[config.mk]
export PLATFORM = sky130hd
export DESIGN_NAME = fifo_stream_reader
export DESIGN_NICKNAME = d
export VERILOG_FILES = /design/src/rtl/fifo_stream_reader_pkg.sv /design/src/rtl/fifo_stream_reader.sv
export SDC_FILE = /design/constraint.sdc
export NUM_CORES = 1
export LEC_CHECK = 0
export ABC_CLOCK_PERIOD_IN_PS = 2050
export BUFFER_PORTS_ARGS = -buffer_cell sky130_fd_sc_hd__buf_2
export CORE_MARGIN = 5
export CORE_UTILIZATION = 30
export DETAILED_ROUTE_END_ITERATION = 8
export HOLD_SLACK_MARGIN = 0.08
export SLEW_MARGIN = 25
export SYNTH_ARGS = -nofsm -noshare
export SYNTH_HDL_FRONTEND = slang
export SYNTH_SLANG_ARGS = --single-unit
[constraint.sdc]
create_clock -name clk -period 2.05 [get_ports clk]
set_clock_uncertainty 0.2 [all_clocks]
set_input_delay 0.1025 -clock clk [delete_from_list [all_inputs] [get_ports clk]]
set_output_delay 0.1025 -clock clk [all_outputs]
set_load 0.005 [all_outputs]
[src/rtl/fifo_stream_reader_pkg.sv]
// fifo_stream_reader_pkg: read latency shared by the distram FIFO and its stream reader
package fifo_stream_reader_pkg;
  localparam int FIFO_RD_LATENCY = 2;
endpackage

[src/rtl/fifo_stream_reader.sv]
// fifo_stream_reader: drains a fixed-latency FIFO into a valid/ready stream
// through a small credit-controlled output buffer
module fifo_stream_reader
  import fifo_stream_reader_pkg::*;
#(
  parameter int DATA_WIDTH     = 64,
  parameter int RD_LATENCY     = FIFO_RD_LATENCY,
  parameter int BUF_DEPTH_BITS = 2
) (
  input  logic                    clk,
  input  logic                    reset_n,
  input  logic                    fifo_empty,
  output logic                    fifo_re,
  input  logic                    fifo_valid,
  input  logic [DATA_WIDTH-1:0]   fifo_dout,
  output logic                    m_axis_tvalid,
  output logic [DATA_WIDTH-1:0]   m_axis_tdata,
  input  logic                    m_axis_tready,
  output logic [BUF_DEPTH_BITS:0] buf_count,
  output logic                    err_unexpected
);
  localparam int DEPTH = 2 ** BUF_DEPTH_BITS;
  localparam int CW    = BUF_DEPTH_BITS + 1;
  generate
    if (DEPTH < RD_LATENCY + 2 || RD_LATENCY < 1 || RD_LATENCY > 4) begin : g_bad_params
      $error("fifo_stream_reader: need 1<=RD_LATENCY<=4 and 2**BUF_DEPTH_BITS >= RD_LATENCY+2");
    end
  endgenerate
  logic [1:0]                rst_sync_q;
  logic                      rst_n;
  logic [2:0]                inflight_q, inflight_d;
  logic [CW-1:0]             occ_q, occ_d;
  logic [BUF_DEPTH_BITS-1:0] wr_ptr_q, wr_ptr_d, rd_ptr_q, rd_ptr_d;
  logic                      err_q, err_d;
  logic [CW:0]               used;
  logic                      capture, pop;
  logic [DATA_WIDTH-1:0]     mem_q [DEPTH];
  // reset asserts immediately but releases only on a clock edge
  always_ff @(posedge clk or negedge reset_n)
    if (!reset_n) rst_sync_q <= 2'b00;
    else          rst_sync_q <= {rst_sync_q[0], 1'b1};
  assign rst_n   = rst_sync_q[1];
  assign used    = (CW+1)'(inflight_q) + (CW+1)'(occ_q);
  // credits ignore a same-cycle pop so the buffer can never overflow
  assign fifo_re = rst_n & ~fifo_empty & (used < (CW+1)'(DEPTH));
  assign capture = fifo_valid & (inflight_q != 3'd0);
  assign pop     = (occ_q != '0) & m_axis_tready;
  always_comb begin
    inflight_d = inflight_q + 3'(fifo_re) - 3'(capture);
    occ_d      = occ_q + CW'(capture) - CW'(pop);
    wr_ptr_d   = wr_ptr_q + BUF_DEPTH_BITS'(capture);
    rd_ptr_d   = rd_ptr_q + BUF_DEPTH_BITS'(pop);
    err_d      = err_q | (fifo_valid & (inflight_q == 3'd0));
  end
  always_ff @(posedge clk or negedge rst_n)
    if (!rst_n) begin
      inflight_q <= '0;
      occ_q      <= '0;
      wr_ptr_q   <= '0;
      rd_ptr_q   <= '0;
      err_q      <= 1'b0;
    end else begin
      inflight_q <= inflight_d;
      occ_q      <= occ_d;
      wr_ptr_q   <= wr_ptr_d;
      rd_ptr_q   <= rd_ptr_d;
      err_q      <= err_d;
    end
  always_ff @(posedge clk)
    if (capture) mem_q[wr_ptr_q] <= fifo_dout;
  assign m_axis_tvalid  = occ_q != '0;
  assign m_axis_tdata   = mem_q[rd_ptr_q];
  assign buf_count      = occ_q;
  assign err_unexpected = err_q;
endmodule

==> impl_metrics.json <==
{
  "worst_pin_slew_ps": 522,
  "critPathMaxStageDelay_ps": 550,
  "grt_usage": 0.115,
  "drt_iter0_markers": 165,
  "slowest_stage": "or4b_4",
  "diodes": 0,
  "cts_max_path_buffers": 3,
  "grt_pass1_wl_um": 32000,
  "synth_seq_cells": 269,
  "final_cell_area_mm2": 0.0138,
  "avgSynthCellArea_um2": 25.9,
  "ir_worst_vdd_v": 0.00102,
  "first_global_vias": 5524,
  "setup_tns_ps": -15800,
  "cp-end-kind": "register",
  "clk-insertion-delay-late_ps": 530,
  "path_clk_slew_ps": 60,
  "multi_input_area_mm2": 0.00185,
  "grt_setup_unrepaired": "yes",
  "totalWireLength_um": 22500,
  "hp-class": "in -> reg",
  "fill_cells": 2825,
  "pre_cts_slack_ps": -574,
  "wl_met1_um": 8900,
  "die_h_um": 192,
  "post-dp-hpwl_um": 12200,
  "leakagePower_nw": 4.88,
  "relSlewSlack": 0.651,
  "antenna_left": 0,
  "routabilityCongestion": 0.757,
  "dpl-instance-area_mm2": 0.0114,
  "ys_seq_area_frac": 0.806,
  "design.core.area_mm2": 0.0326,
  "maxUsedRoutingLayer": "met5",
  "critPathBufInv": 1,
  "async_flop_share": 0.0483,
  "arrival_ps": 2730,
  "drc": 0,
  "path_max_fanout": 2,
  "netlist.area_leader.share": 0.773,
  "setup_viol": 70,
  "clockRootBuffer": "clkbuf_16",
  "tritoncts": "yes",
  "startpoint_type": "register",
  "critPathKind": "reg -> reg",
  "layout-drive-gt1-share": 0.468,
  "timing.hold.ws_ps": 121,
  "netlist_top_cells_area": "edfxtp_1 (77%), mux4_2 (14%), dfrtp_1 (3.3%), buf_12 (1.2%), mux4_1 (1.1%)",
  "netlist_instances": 384,
  "syn_to_final_growth_pct": 39.1,
  "viasPerCell": 4.34,
  "regArea_mm2": 0.00802,
  "final_nets": 747,
  "finalCritPeriodShare": 1.23,
  "dr.pass1.iters": 4,
  "cts_sinks": 269,
  "antenna_found_initial": 1,
  "synthFlopType": "edfxtp_1",
  "yosys_warnings": 0,
  "h-tree-depth": 1,
  "grt-ovfl-total": 0,
  "clock.fmax_mhz": 395,
  "io_pins": 139,
  "syn_area_mm2": 0.00994,
  "die_area_mm2": 0.0369,
  "maxSlewViolCount": 0,
  "cts_buffers": 29,
  "total_power_w": 0.0198,
  "cp.required_ps": 2250,
  "ys_types": 23,
  "maxCapViolations": 0,
  "start_util": 0.305,
  "path_cells": "ha_1, or4b_4, a311oi_4, buf_4, ha_4, fa_2",
  "grt_max_degree": 36,
  "powerDensity_mw_per_mm2": 1430,
  "syn-num-nets": 463,
  "min_period_ps": 2530,
  "wl_met2_um": 11700,
  "io_buffers": 138,
  "synth.most_common_cell": "edfxtp_1",
  "yosys-top-cells-count": "edfxtp_1 (256), mux4_2 (60), dfrtp_1 (13)",
  "finalHoldViolations": 0,
  "failed_checks": "negative setup slack",
  "wl_per_cell_um": 19.8,
  "rows": 66,
  "dr_wl_met3_um": 1220,
  "finalWorstSetupSlack_ps": -480,
  "synth-edff-count": 256,
  "synth_top_cell_by_area": "edfxtp_1",
  "path_delay_family": "adder cells",
  "vias": 4914,
  "fp.dieW_um": 192,
  "outcome": "finished with violations"
}
## sequential cells by signal, summed over array words and instances (netlist names)
| signal | cells |
|---|---|
| buf_count | 3 |
| rd_ptr_q | 2 |
| err_unexpected | 1 |
| rst_sync_q | 2 |
| inflight_q | 3 |
| wr_ptr_q | 2 |
| mem_q | 256 |
## worst register-to-register path, delay by kind of cell (launching register included)
| family | cells | cell delay [ps] |
|---|---|---|
| AND/OR/NAND/NOR | 1 | 550 |
| adder cells (fa/ha/maj) | 3 | 870 |
| buffers and inverters | 1 | 170 |
| flip-flops | 1 | 380 |
| AO/OA/AOI/OAI | 1 | 230 |
## per-stage QoR
stage / instances / util
after global routing: 1132 / 0.424
after global placement: 972 / 0.349
final: 1132 / 0.424
after floorplan: 384 / -
after CTS: 1124 / 0.419
after detailed placement: 972 / 0.349
## placed cells by master, fill, tap and decap left out, types with 5 or more instances in the layout
master         count
buf_16             5
buf_6             23
dlygate4sd3_1     70
buf_4             16
edfxtp_1         256
inv_1              8
ha_1               5
buf_2            126
buf_12            19
dfrtp_1           11
clkbuf_16         34
clkinv_1           5
mux4_2            64
## metal layers
layer | global-route usage | vias to the layer above
met5 | 0 | -
met2 | 0.208 | 138
met4 | 0.0310 | 2
met1 | 0.137 | 2526
li1 | - | 2210
met3 | 0.0260 | 38
## path summary, 6_finish.rpt
| path | start | end | slack (ps) | cells after the start |
|---|---|---|---|---|
| max | buf_count[2] | inflight_q[1] | -480 | 6 |
| min | fifo_dout[20] | mem_q[3][20] | 120 | 2 |
| max reg2reg | buf_count[2] | inflight_q[1] | -480 | 6 |
| min reg2reg | rst_sync_q[0] | rst_sync_q[1] | 170 | 0 |
| max in group asynchronous | rst_sync_q[1] | rd_ptr_q[1] | 580 | 2 |
| min in group asynchronous | reset_n | rst_sync_q[1] | 220 | 3 |
## cell families (layout without fill, tap and decap cells)
family          Yosys count  count (layout)  synth area share
compound gates            3               3           0.00239
xor+xnor                  6               6           0.00529
fa+ha+maj                10              10            0.0141
buf+inv                  22             328            0.0198
flops                   269             269             0.806
mux                      64              64             0.147
other cells               1               1          0.000377
simple gates              9               9           0.00554
## cell type report
cell class                 count  share of cell area
timing repair buffer         267               0.173
clock buffer                  36              0.0565
sequential                   269               0.580
tap                          442              0.0400
multi-input combinational     93               0.134
clock inverter                17              0.0144
inverter                       8             0.00217
## power breakdown
group	total, W	switching [W]	internal (W)
logic	0.00693	0.00309	0.00385
clock network	0.00527	0.00206	0.00321
registers	0.00762	0.000341	0.00728
total	0.0198	0.00549	0.0143
## repair_timing
| item | 4_1_cts | 5_1_grt |
|---|---|---|
| gates resized for setup | 35 | 33 |
| pin swaps | 6 | 5 |
| setup buffers | 19 | 9 |
| endpoints found under the hold margin | 277 | 0 |
| gates cloned | 10 | 9 |
| hold buffers | 70 | 0 |
| setup endpoints to repair | 70 | 190 |
Power figures use the tool's default switching activity.
